## src/rtl/rast_perf_counter_if.sv

```systemverilog
// Snapshot export port of the rasterizer performance counters.
// The counter block drives the captured fields; the consumer drives the
// request/accept side of the handshake.
interface rast_perf_counter_if #(
  parameter int CNT_W = 32
);
  logic             snap_req;
  logic             snap_ready;
  logic             snap_valid;
  logic [CNT_W-1:0] snap_cycles;
  logic [CNT_W-1:0] snap_tris;
  logic [CNT_W-1:0] snap_stalls;
  logic [CNT_W-1:0] snap_samps;
  logic [CNT_W-1:0] snap_hits;
  logic [4:0]       snap_ovf;
  logic             snap_overrun;

  modport master (
    input  snap_req, snap_ready,
    output snap_valid, snap_cycles, snap_tris, snap_stalls, snap_samps,
           snap_hits, snap_ovf, snap_overrun
  );

  modport slave (
    output snap_req, snap_ready,
    input  snap_valid, snap_cycles, snap_tris, snap_stalls, snap_samps,
           snap_hits, snap_ovf, snap_overrun
  );
endinterface

```

## src/rtl/rast_perf_counter.sv

```systemverilog
// Saturating rasterizer event counters (cycles, triangles, stalls, samples,
// hits) with a snapshot register exported over a valid/ready handshake.
// Counter index order matches snap_ovf bit order: 0 cycles, 1 tris,
// 2 stalls, 3 samps, 4 hits.
module rast_perf_counter #(
  parameter int SAMPS   = 4,
  parameter int CNT_W   = 32,
  parameter int WIN_LG2 = 10
) (
  input  logic                 clk,
  input  logic                 rst,
  input  logic                 validTri_R10H,
  input  logic                 halt_RnnnnL,
  input  logic                 validSamp_R16H,
  input  logic [SAMPS-1:0]     hit_valid_R18H,
  input  logic                 enable,
  input  logic                 mode,
  input  logic                 clr,
  rast_perf_counter_if.master  snap
);
  localparam int NCNT = 5;
  localparam int PC_W = $clog2(SAMPS + 1);

  // live state
  logic [NCNT-1:0][CNT_W-1:0] cnt_q, cnt_d;
  logic [NCNT-1:0]            ovf_q, ovf_d;
  logic [WIN_LG2-1:0]         win_q, win_d;
  logic                       mode_q, mode_d;

  // snapshot state
  logic [NCNT-1:0][CNT_W-1:0] snap_cnt_q, snap_cnt_d;
  logic [NCNT-1:0]            snap_ovf_q, snap_ovf_d;
  logic                       snap_valid_q, snap_valid_d;
  logic                       snap_overrun_q, snap_overrun_d;

  // inclusive next-state values (counters plus this cycle's increments)
  logic [NCNT-1:0][CNT_W-1:0] inc;
  logic [NCNT-1:0][CNT_W:0]   sum;
  logic [NCNT-1:0][CNT_W-1:0] cnt_nxt;
  logic [NCNT-1:0]            ovf_nxt;
  logic [PC_W-1:0]            pop;
  logic                       snap_evt;
  logic                       win_wrap;

  // Per-cycle increments, saturation and sticky overflow detection.
  always_comb begin
    pop = '0;
    for (int l = 0; l < SAMPS; l++) pop = pop + PC_W'(hit_valid_R18H[l]);

    inc    = '0;
    inc[0] = CNT_W'(1);
    inc[1] = CNT_W'(validTri_R10H & halt_RnnnnL);
    inc[2] = CNT_W'(validTri_R10H & ~halt_RnnnnL);
    inc[3] = validSamp_R16H ? CNT_W'(SAMPS) : '0;
    inc[4] = CNT_W'(pop);

    sum     = '0;
    cnt_nxt = cnt_q;
    ovf_nxt = ovf_q;
    for (int i = 0; i < NCNT; i++) begin
      sum[i] = {1'b0, cnt_q[i]} + {1'b0, inc[i]};
      if (enable) begin
        // a carry out means the true count passed the maximum: pin it there
        if (sum[i][CNT_W]) begin
          cnt_nxt[i] = '1;
          ovf_nxt[i] = 1'b1;
        end else begin
          cnt_nxt[i] = sum[i][CNT_W-1:0];
        end
      end
    end
  end

  // Snapshot trigger, live-counter update and window counter.
  always_comb begin
    // window wraps only on an enabled cycle, so a frozen block never fires
    win_wrap = enable & (&win_q);
    snap_evt = mode_q ? win_wrap : snap.snap_req;
    mode_d   = mode;

    cnt_d = cnt_nxt;
    ovf_d = ovf_nxt;
    if (clr || (snap_evt && mode_q)) begin
      // clear discards this cycle's events; windowed snapshot restarts at 0
      cnt_d = '0;
      ovf_d = '0;
    end

    win_d = win_q;
    if (clr || (mode != mode_q)) win_d = '0;
    else if (enable)             win_d = win_q + 1'b1;
  end

  // Snapshot register and handshake; a new snapshot beats a same-cycle accept.
  always_comb begin
    snap_cnt_d     = snap_cnt_q;
    snap_ovf_d     = snap_ovf_q;
    snap_valid_d   = snap_valid_q;
    snap_overrun_d = snap_overrun_q;
    if (snap_evt) begin
      snap_cnt_d   = cnt_nxt;
      snap_ovf_d   = ovf_nxt;
      snap_valid_d = 1'b1;
      if (snap_valid_q && !snap.snap_ready) snap_overrun_d = 1'b1;
    end else if (snap_valid_q && snap.snap_ready) begin
      snap_valid_d = 1'b0;
    end
    if (clr) snap_overrun_d = 1'b0;
  end

  // State registers with synchronous reset.
  always_ff @(posedge clk) begin
    if (rst) begin
      cnt_q          <= '0;
      ovf_q          <= '0;
      win_q          <= '0;
      mode_q         <= 1'b0;
      snap_cnt_q     <= '0;
      snap_ovf_q     <= '0;
      snap_valid_q   <= 1'b0;
      snap_overrun_q <= 1'b0;
    end else begin
      cnt_q          <= cnt_d;
      ovf_q          <= ovf_d;
      win_q          <= win_d;
      mode_q         <= mode_d;
      snap_cnt_q     <= snap_cnt_d;
      snap_ovf_q     <= snap_ovf_d;
      snap_valid_q   <= snap_valid_d;
      snap_overrun_q <= snap_overrun_d;
    end
  end

  assign snap.snap_valid   = snap_valid_q;
  assign snap.snap_cycles  = snap_cnt_q[0];
  assign snap.snap_tris    = snap_cnt_q[1];
  assign snap.snap_stalls  = snap_cnt_q[2];
  assign snap.snap_samps   = snap_cnt_q[3];
  assign snap.snap_hits    = snap_cnt_q[4];
  assign snap.snap_ovf     = snap_ovf_q;
  assign snap.snap_overrun = snap_overrun_q;
endmodule

```

## src/flat_wrapper.sv

```systemverilog
// flat-port wrapper written by rule: the top's interface ports become plain ports
module rast_perf_counter_flat 
#(
  parameter int SAMPS   = 4,
  parameter int CNT_W   = 32,
  parameter int WIN_LG2 = 10
)
  (clk, rst, validTri_R10H, halt_RnnnnL, validSamp_R16H, hit_valid_R18H, enable, mode, clr, snap_snap_req, snap_snap_ready, snap_snap_valid, snap_snap_cycles, snap_snap_tris, snap_snap_stalls, snap_snap_samps, snap_snap_hits, snap_snap_ovf, snap_snap_overrun);
  rast_perf_counter_if #(.CNT_W(CNT_W)) snap_i ();
  input  logic clk;
  input  logic rst;
  input  logic validTri_R10H;
  input  logic halt_RnnnnL;
  input  logic validSamp_R16H;
  input  logic [SAMPS-1:0] hit_valid_R18H;
  input  logic enable;
  input  logic mode;
  input  logic clr;
  input wire logic [$bits(snap_i.snap_req)-1:0] snap_snap_req;
  input wire logic [$bits(snap_i.snap_ready)-1:0] snap_snap_ready;
  output wire logic [$bits(snap_i.snap_valid)-1:0] snap_snap_valid;
  output wire logic [$bits(snap_i.snap_cycles)-1:0] snap_snap_cycles;
  output wire logic [$bits(snap_i.snap_tris)-1:0] snap_snap_tris;
  output wire logic [$bits(snap_i.snap_stalls)-1:0] snap_snap_stalls;
  output wire logic [$bits(snap_i.snap_samps)-1:0] snap_snap_samps;
  output wire logic [$bits(snap_i.snap_hits)-1:0] snap_snap_hits;
  output wire logic [$bits(snap_i.snap_ovf)-1:0] snap_snap_ovf;
  output wire logic [$bits(snap_i.snap_overrun)-1:0] snap_snap_overrun;
  assign snap_i.snap_req = snap_snap_req;
  assign snap_i.snap_ready = snap_snap_ready;
  assign snap_snap_valid = snap_i.snap_valid;
  assign snap_snap_cycles = snap_i.snap_cycles;
  assign snap_snap_tris = snap_i.snap_tris;
  assign snap_snap_stalls = snap_i.snap_stalls;
  assign snap_snap_samps = snap_i.snap_samps;
  assign snap_snap_hits = snap_i.snap_hits;
  assign snap_snap_ovf = snap_i.snap_ovf;
  assign snap_snap_overrun = snap_i.snap_overrun;
  rast_perf_counter #(.SAMPS(SAMPS), .CNT_W(CNT_W), .WIN_LG2(WIN_LG2)) u_core (.clk(clk), .rst(rst), .validTri_R10H(validTri_R10H), .halt_RnnnnL(halt_RnnnnL), .validSamp_R16H(validSamp_R16H), .hit_valid_R18H(hit_valid_R18H), .enable(enable), .mode(mode), .clr(clr), .snap(snap_i));
endmodule
```

## config.mk

```make
export PLATFORM = sky130hd
export DESIGN_NAME = rast_perf_counter_flat
export DESIGN_NICKNAME = d
export VERILOG_FILES = /design/src/rtl/rast_perf_counter_if.sv /design/src/rtl/rast_perf_counter.sv /design/src/flat_wrapper.sv
export SDC_FILE = /design/constraint.sdc
export NUM_CORES = 1
export LEC_CHECK = 0
export CORE_MARGIN = 2
export CORE_UTILIZATION = 55
export DETAILED_ROUTE_END_ITERATION = 7
export PLACE_DENSITY = 0.83
export RECOVER_POWER = 50
export SLEW_MARGIN = 5
export SYNTH_ARGS = -nofsm -noshare
export SYNTH_HDL_FRONTEND = slang
export SYNTH_SLANG_ARGS = --single-unit
```

## constraint.sdc

```tcl
create_clock -name clk -period 3.7 [get_ports clk]
set_clock_uncertainty 0.05 [all_clocks]
set_input_delay 0.37 -clock clk [delete_from_list [all_inputs] [get_ports clk]]
set_output_delay 0.37 -clock clk [all_outputs]
set_load 0.03 [all_outputs]
```

==> flow_summary.ini, run 1 <==
[floorplan]
ios = 181
die_area_mm2 = 0.0272
dieWidth_um = 165
coreArea_mm2 = 0.0253
rows = 58
start_util_pct = 56.3
die_y_um = 165

[setup_path]
slowest_delay_ns = 0.41
critPathKind = in -> reg
r2r-start = u_core.win_q[0]
cp_max_fo = 16
crit_top_cell = inv_1
reg2reg_depth = 8
critical_path_required_ns = 4.05
startpoint_type = input pin
critPathArrivalTime_ns = 3.73
r2r_end = u_core.snap.snap_samps[29]
critPathCapture = u_core.snap.snap_hits[0]
cp_slowest_cell = fa_1
crit_chain = clkdlybuf4s50_1 -> ha_1 -> inv_1 -> fa_1 -> inv_1 -> ha_1 -> inv_1 -> fa_1 -> nor2b_1 -> o2111ai_2 -> or2_1 -> nor3_4 -> nor2_4 -> a211oi_1
crit_start = hit_valid_R18H[0]
r2r_setup_slack_ns = 0.43
worst_setup_path_end_kind = flop

[finish]
drive_gt1_share_pct = 5.71
multi_input_area_mm2 = 0.00687
seq_area_mm2 = 0.00687
area_growth_pct = 22.0
finish.net_count = 1809
layout_commonest_cell = nor2_1
fillCellCount = 1989
mostFrequentLayoutCells = nor2_1, dfxtp_1, dlygate4sd3_1, a211oi_1, nand2_1
finalInstanceArea_mm2 = 0.0173
n_antenna_cell = 0

[placement]
gp_congestion = 0.872
io_buffers = 180
placed_cell_area_mm2 = 0.0163
place_ws_ns = -0.153
place_hpwl_um = 23900

[global_routing]
grt_overflow_total = 0
grt_max_degree = 132
antenna_found_initial = 1
grt_pass1_vias = 11600
grt_pass1_wl_um = 57000
track_usage_pct = 25.7

[clock_network]
cts_resized = 0
htreeDepth = 2
cts_made_buffers = 36
path_clk_slew_ns = 0.06
cts_setup_buffers = 0
clkLatencyLatePin_ns = 0.50
holdBufCountCts = 0
cts.sinks = 343
cts_buffer_depth = 3
cts_root_buffer = clkbuf_16
cts_tree = built

[synth]
ys_ff_latch = 343
yosys_warnings = 0
ys.flop_type = dfxtp_1
yosysTopAreaCellShare_pct = 48.3
avgSynthCellArea_um2 = 8.75
synth_edf_count = 0
yosysTopAreaCell = dfxtp_1
syn_inst = 1625
ys_types = 60
synth_area_mm2 = 0.0142
async_reset_ff_share_pct = 0
ys_seq_area_share_pct = 48.3
syn_nets = 1654
synth_area_leaders = dfxtp_1, nor2_1, a211oi_1, xnor2_1, xor2_1

[pwr]
cellPowerDensity_mw_per_mm2 = 456
peakVddDrop_mv = 0.390
p_leak_uw = 0.00666
finalPower_uw = 7910

[timing]
min_period_ns = 3.38
maxSlewViolCount = 34
slew_headroom_pct = -5.55
tightestPinTransition_ns = 1.58
setup_slack_ns = 0.316
fmax_mhz = 295
setup_violations = 0
hold_violations = 0
finalCritPeriodShare_pct = 91.5
tns_ns = 0
rsz0062_at_grt = false
hold_slack_ns = 0.249

[routing]
post_drt_via_cell_ratio = 5.73
vias = 12200
drc_errors = 0
routed_wl_um = 35100
ant_nets = 0
drtIter0Drc = 1024
firstDrtPassIters = 6
avgRoutedWirePerCell_um = 16.5

[worst_hold_path]
hold_path_class = in -> reg
hold_depth = 4

[outcome]
violations = capacitance limit, slew limit
status = finished, violations left

[flow_run]
cap_violations = 1
stage by stage:
stage	std cells	util, %
after floorplan	1625	-
after detailed placement	2072	64.5
after global routing	2134	68.7
after CTS	2134	68.8
final	2134	68.7
after global placement	2072	64.5
synth_stat cells (22+ instances only):
| library cell | instances |
|---|---|
| nor2_1 | 387 |
| dfxtp_1 | 343 |
| a211oi_1 | 111 |
| nand2_1 | 83 |
| xnor2_1 | 71 |
| nand4_1 | 63 |
| a21oi_1 | 57 |
| nand3_1 | 55 |
| clkbuf_1 | 47 |
| xor2_1 | 47 |
| o21ai_0 | 39 |
| and3_1 | 31 |
| nand3b_1 | 26 |
| buf_2 | 25 |
| and4_1 | 22 |
| mux2i_1 | 22 |
layer usage:
metal | GRT usage (%) | routed length, um | up-vias
li1 | - | - | 5985
met1 | 33.6 | 15300 | 5820
met2 | 43.4 | 17000 | 352
met3 | 3.57 | 1850 | 62
met4 | 9.41 | 931 | 2
met5 | 0 | 13 | -
layout make-up:
type	count	share of cell area (%)
Sequential cell	343	39.6
Inverter	20	0.433
Timing Repair Buffer	208	11.7
Clock inverter	6	0.332
Tap cell	330	2.38
Clock buffer	56	5.98
Multi-Input combinational cell	1171	39.6
logic make-up after synthesis:
family                     synth area share, %
xor gates and xnor gates                  7.27
muxes                                     1.71
and+or+nand+nor                           25.7
buffers and inverters                     3.49
DFF                                       48.3
AOI/OAI and AO/OA                         12.1
adders and majority gates                 1.43
registers in the layout, indices dropped and copies added, names as in the netlist:
register	flops
u_core.snap.snap_samps	32
u_core.snap.snap_hits	32
u_core.ovf_q	5
u_core.snap.snap_valid	1
u_core.snap.snap_tris	32
u_core.cnt_q	160
u_core.win_q	10
u_core.snap.snap_overrun	1
u_core.snap.snap_stalls	32
u_core.snap.snap_cycles	32
u_core.mode_q	1
u_core.snap.snap_ovf	5
power breakdown:
group / total (uW) / internal, uW / switching, uW
registers: 3850 / 3790 / 55.3
clock network: 3380 / 1990 / 1380
logic: 683 / 231 / 452
total: 7910 / 6020 / 1890
worst max-delay path: cells and delay by family:
family,cells,cell delay (ns)
fa+ha+maj,4,1.26
compound gates,2,0.52
buf+inv,4,0.60
simple gates,4,0.97
how the worst min path moves through the flow:
stage | to | from | slack [ns]
CTS | u_core.win_q[2] | enable | 0.24
global route | u_core.win_q[2] | enable | 0.27
global placement | u_core.ovf_q[3] | u_core.ovf_q[3] | 0.39
floorplan | u_core.cnt_q[96] | u_core.cnt_q[96] | 0.38
detailed placement | u_core.ovf_q[0] | u_core.ovf_q[0] | 0.40
finish | u_core.win_q[2] | enable | 0.25
Power figures use the tool's default switching activity.
==> run 2, diff against run 1 <==
- CTS_BUF_LIST: default -> sky130_fd_sc_hd__clkbuf_8
==> run 2 against run 1 <==
Net effect:
- the flow still finishes with violations (capacitance limit, slew limit)
- utilization is essentially flat
- register-to-register slack worse by 0.08 ns
- combinational power barely moved
- die area did not move
- total power shrank 1.8%
- critical endpoint is now u_core.snap.snap_hits[25]
==> flow_summary.ini, run 2 (same netlist as run 1, synthesis figures left out) <==
[timing]
fmax_mhz = 298
slew_headroom_pct = -92.4
maxSlewViolCount = 98
min_period_ns = 3.35
hold_violations = 0
setup_violations = 0
finalCritPeriodShare_pct = 90.6
tightestPinTransition_ns = 2.89
rsz0062_at_grt = false

[placement]
placed_cell_area_mm2 = 0.0163
io_buffers = 180
place_hpwl_um = 23900
placed_cells = 2072
gp_congestion = 0.872

[clock_network]
htreeDepth = 2
cts_resized = 0
holdBufCountCts = 0
path_clk_slew_ns = 0.06
cts.sinks = 343
cts_buffer_depth = 3
cts_root_buffer = clkbuf_8
cts_tree = built
cts_made_buffers = 54
cts_setup_buffers = 0
clkLatencyLatePin_ns = 0.58

[floorplan]
rows = 58
die_area_mm2 = 0.0272
ios = 181
start_util_pct = 56.3
die_y_um = 165
coreArea_mm2 = 0.0253
dieWidth_um = 165

[global_routing]
grt_pass1_vias = 11800
grt_max_degree = 132
antenna_found_initial = 1
grt_pass1_wl_um = 57500
grt_overflow_total = 0
track_usage_pct = 25.8

[setup_path]
critPathCapture = u_core.snap.snap_hits[25]
critPathArrivalTime_ns = 3.61
cp_slowest_cell = o21a_1
critical_path_required_ns = 3.96
r2r_setup_slack_ns = 0.35
r2r-start = u_core.win_q[0]
crit_chain = ha_1 -> nand4_1 -> or4_1 -> o21a_1 -> nor2_4 -> a211oi_1
crit_start = u_core.win_q[0]
worst_setup_path_end_kind = flop
slowest_delay_ns = 0.74
cp_max_fo = 33
r2r_end = u_core.snap.snap_hits[25]
startpoint_type = flop
critPathKind = reg -> reg
reg2reg_depth = 6

[finish]
finalInstanceArea_mm2 = 0.0174
multi_input_area_mm2 = 0.00687
largest_register_ffs = 160
fillCellCount = 2001
finish.net_count = 1827
utilization_pct = 68.7
seq_area_mm2 = 0.00687
n_antenna_cell = 0
layout_commonest_cell = nor2_1
drive_gt1_share_pct = 7.24
mostFrequentLayoutCells = nor2_1, dfxtp_1, dlygate4sd3_1, a211oi_1, nand2_1
fin_cells = 2168
area_growth_pct = 22.1
top_register = u_core.cnt_q

[worst_hold_path]
hold_path_class = in -> reg

[routing]
firstDrtPassIters = 5
avgRoutedWirePerCell_um = 16.2
routed_wl_um = 35200
post_drt_via_cell_ratio = 5.69
vias = 12300
drc_errors = 0
drtIter0Drc = 937
ant_nets = 0

[outcome]
violations = capacitance limit, slew limit
status = finished, violations left

[pwr]
p_leak_uw = 0.00677
cellPowerDensity_mw_per_mm2 = 447
peakVddDrop_mv = 0.319

[flow_run]
cap_violations = 2
==> run 2: cell count changes in the layout (fill, tap and decap cells not counted), sizes merged <==
cell           change
buf                -1
clkdlybuf4s50      +1
bufinv             +1
clkinv             +3
dlygate4sd3        -1
clkbuf            +13
inv               +18
==> run 2: final cells by class <==
class                           instances  area share [%]
Clock inverter                         28           0.981
Timing Repair Buffer                  208            11.6
Tap cell                              330            2.38
Inverter                               20           0.433
Sequential cell                       343            39.6
Multi-Input combinational cell       1171            39.6
Clock buffer                           68            5.39
==> run 2: worst min path at each step <==
stage	from	to	cells after the start
2_1_floorplan	u_core.cnt_q[96]	u_core.cnt_q[96]	2
3_3_place_gp	u_core.ovf_q[3]	u_core.ovf_q[3]	2
3_5_place_dp	u_core.ovf_q[0]	u_core.ovf_q[0]	2
4_1_cts	enable	u_core.win_q[2]	4
5_1_grt	enable	u_core.win_q[2]	4
6_report	enable	u_core.win_q[2]	4
==> run 2: stage by stage <==
| stage | total power, uW | setup TNS [ns] | hold WS [ns] | setup WS (ns) |
|---|---|---|---|---|
| after detailed placement | 4650 | -4.15 | 0.395 | -0.153 |
| after global routing | 8050 | 0 | 0.208 | 0.129 |
| after global placement | 4640 | -0.469 | 0.386 | -0.0251 |
| after CTS | 7850 | 0 | 0.168 | 0.439 |
| after floorplan | 4370 | 0 | 0.377 | 0.465 |
| final | 7760 | 0 | 0.181 | 0.347 |
==> run 2: power breakdown <==
group          switching (uW)  internal (uW)  total (uW)
Clock                    1440           1780        3230
Sequential               54.9           3790        3850
Combinational             451            232         683
Total                    1950           5810        7760
==> run 2: per-layer routing <==
metal  part of all wire, %  up-vias  global-route usage [%]
met5                 0.037        -                       0
met4                   3.2        2                    10.0
met3                   5.4       94                    4.02
met2                    47      388                    43.3
met1                    44     5826                    33.6
li1                      -     6033                       -
==> run 2: critical path, delay by kind of cell (launching register included) <==
kind / cells / cell delay, ns
flops: 1 / 0.38
simple gates: 3 / 1.56
fa+ha+maj: 1 / 0.19
compound gates: 2 / 0.90
==> run 3, diff against run 2 <==
- CORE_UTILIZATION: 55 -> 30
- PLACE_DENSITY: 0.83 -> 0.53
- REMOVE_ABC_BUFFERS: default -> 1
==> run 3 against run 2 <==
Net effect:
- the run ends with DRC left
- die area rose by 81%
- design area up 2.5%
- flip-flop and latch count stayed put
- total power grew 0.15%
- critical endpoint is now u_core.ovf_q[1]
- highest routed layer is now met4
==> flow_summary.ini, run 3 (same netlist as run 1, synthesis figures left out) <==
[placement]
io_buffers = 180
gp_congestion = 0.834
placed_cells = 2358
place_hpwl_um = 26300
place_ws_ns = -0.118

[routing]
drtIter0Drc = 534
firstDrtPassIters = 7
vias = 12100
routed_wl_um = 38300
ant_nets = 0
drc_errors = 12
avgRoutedWirePerCell_um = 15.6
post_drt_via_cell_ratio = 4.90

[setup_path]
startpoint_type = input pin
critPathArrivalTime_ns = 3.71
cp_max_fo = 42
slowest_delay_ns = 0.95
worst_setup_path_end_kind = flop
cp_slowest_cell = clkbuf_1
critPathKind = in -> reg
crit_top_cell = nor2_1
crit_chain = dlygate4sd3_1 -> clkbuf_1 -> nor2_1 -> nand2_2 -> clkbuf_2 -> nor2_1
critical_path_required_ns = 4.15

[timing]
finalCritPeriodShare_pct = 88.1
maxSlewViolCount = 0
setup_violations = 0
rsz0062_at_grt = false
fmax_mhz = 307
slew_headroom_pct = 12.5
tns_ns = 0
min_period_ns = 3.26
setup_slack_ns = 0.439
tightestPinTransition_ns = 1.31
hold_violations = 0
hold_slack_ns = 0.153

[clock_network]
cts.sinks = 343
cts_root_buffer = clkbuf_8
cts_tree = built
cts_made_buffers = 60
path_clk_slew_ns = 0.06
htreeDepth = 2
clkLatencyLatePin_ns = 0.64
cts_resized = 0
cts_buffer_depth = 3

[finish]
n_antenna_cell = 0
largest_register_ffs = 160
top_register = u_core.cnt_q
drive_gt1_share_pct = 7.22
fin_cells = 2462
finish.net_count = 1843
area_growth_pct = 25.1
mostFrequentLayoutCells = nor2_1, dfxtp_1, dlygate4sd3_1, a211oi_1, nand2_1
layout_commonest_cell = nor2_1

[worst_hold_path]
hold_path_class = in -> reg

[floorplan]
ios = 181
die_y_um = 222
die_area_mm2 = 0.0491
coreArea_mm2 = 0.0467
rows = 79
dieWidth_um = 222
start_util_pct = 30.5

[pwr]
p_leak_uw = 0.00685
peakVddDrop_mv = 0.231
cellPowerDensity_mw_per_mm2 = 437

[global_routing]
grt_max_degree = 80
grt_pass1_wl_um = 62500
grt_pass1_vias = 11800
grt_overflow_total = 0
track_usage_pct = 15.5
antenna_found_initial = 0

[outcome]
status = finished, violations left
violations = DRC

[flow_run]
cap_violations = 0
[run 3: changes by cell type in the layout (fill, tap and decap cells not counted), sizes merged]
cell,previous run,this run
inv,38,51
bufinv,2,0
clkbuf,72,76
buf,26,34
clkinv,7,0
dlygate4sd3,167,168
[run 3: layer usage]
| layer | routed length [um] | track usage (%) | share of wire, % | up-vias |
|---|---|---|---|---|
| met1 | 18400 | 21.1 | 48 | 5672 |
| met5 | 0 | 0 | 0 | - |
| li1 | - | - | - | 6060 |
| met3 | 2090 | 3.30 | 5.4 | 60 |
| met4 | 830 | 5.17 | 2.2 | 0 |
| met2 | 17000 | 24.4 | 44 | 272 |
[run 3: worst paths after layout]
check	start	endpoint	slack, ns	cells past startpoint
max	rst	u_core.ovf_q[1]	0.44	6
min	enable	u_core.win_q[1]	0.15	3
max reg2reg	u_core.win_q[0]	u_core.ovf_q[1]	0.47	6
min reg2reg	u_core.snap.snap_stalls[14]	u_core.snap.snap_stalls[14]	0.41	2
[run 3: critical path, delay by kind of cell]
kind | cells | cell delay (ns)
buffers and inverters | 3 | 2.15
and+or+nand+nor | 3 | 1.15
[run 3: stage by stage]
stage	cell area, um^2	util, %	total power (uW)
final	17800	38.1	7770
after global routing	17800	38.1	8150
after CTS	17800	38.2	7970
after detailed placement	16700	35.8	4680
after global placement	16700	35.8	4670
after floorplan	13800	-	4370
[run 3: area by class of cell]
| cell class | count | area [um^2] |
|---|---|---|
| clock buffers | 71 | 977 |
| clock inverters | 32 | 124 |
| fillers | 4798 | 28900 |
| inverters | 20 | 75.1 |
| multi-input cells | 1171 | 6870 |
| flip-flops and latches | 343 | 6870 |
| well taps | 607 | 759 |
| repair buffers | 218 | 2120 |
[run 3: repair_timing]
item                      CTS  global route
hold endpoints to repair   20             0
setup buffers               0             0
hold buffers                1             0
[run 3: power by group]
part | internal, uW | leakage, uW | switching (uW) | total [uW]
Sequential | 3790 | 0.00279 | 59.3 | 3850
Combinational | 238 | 0.00339 | 457 | 695
Clock | 1710 | 0.000676 | 1510 | 3220
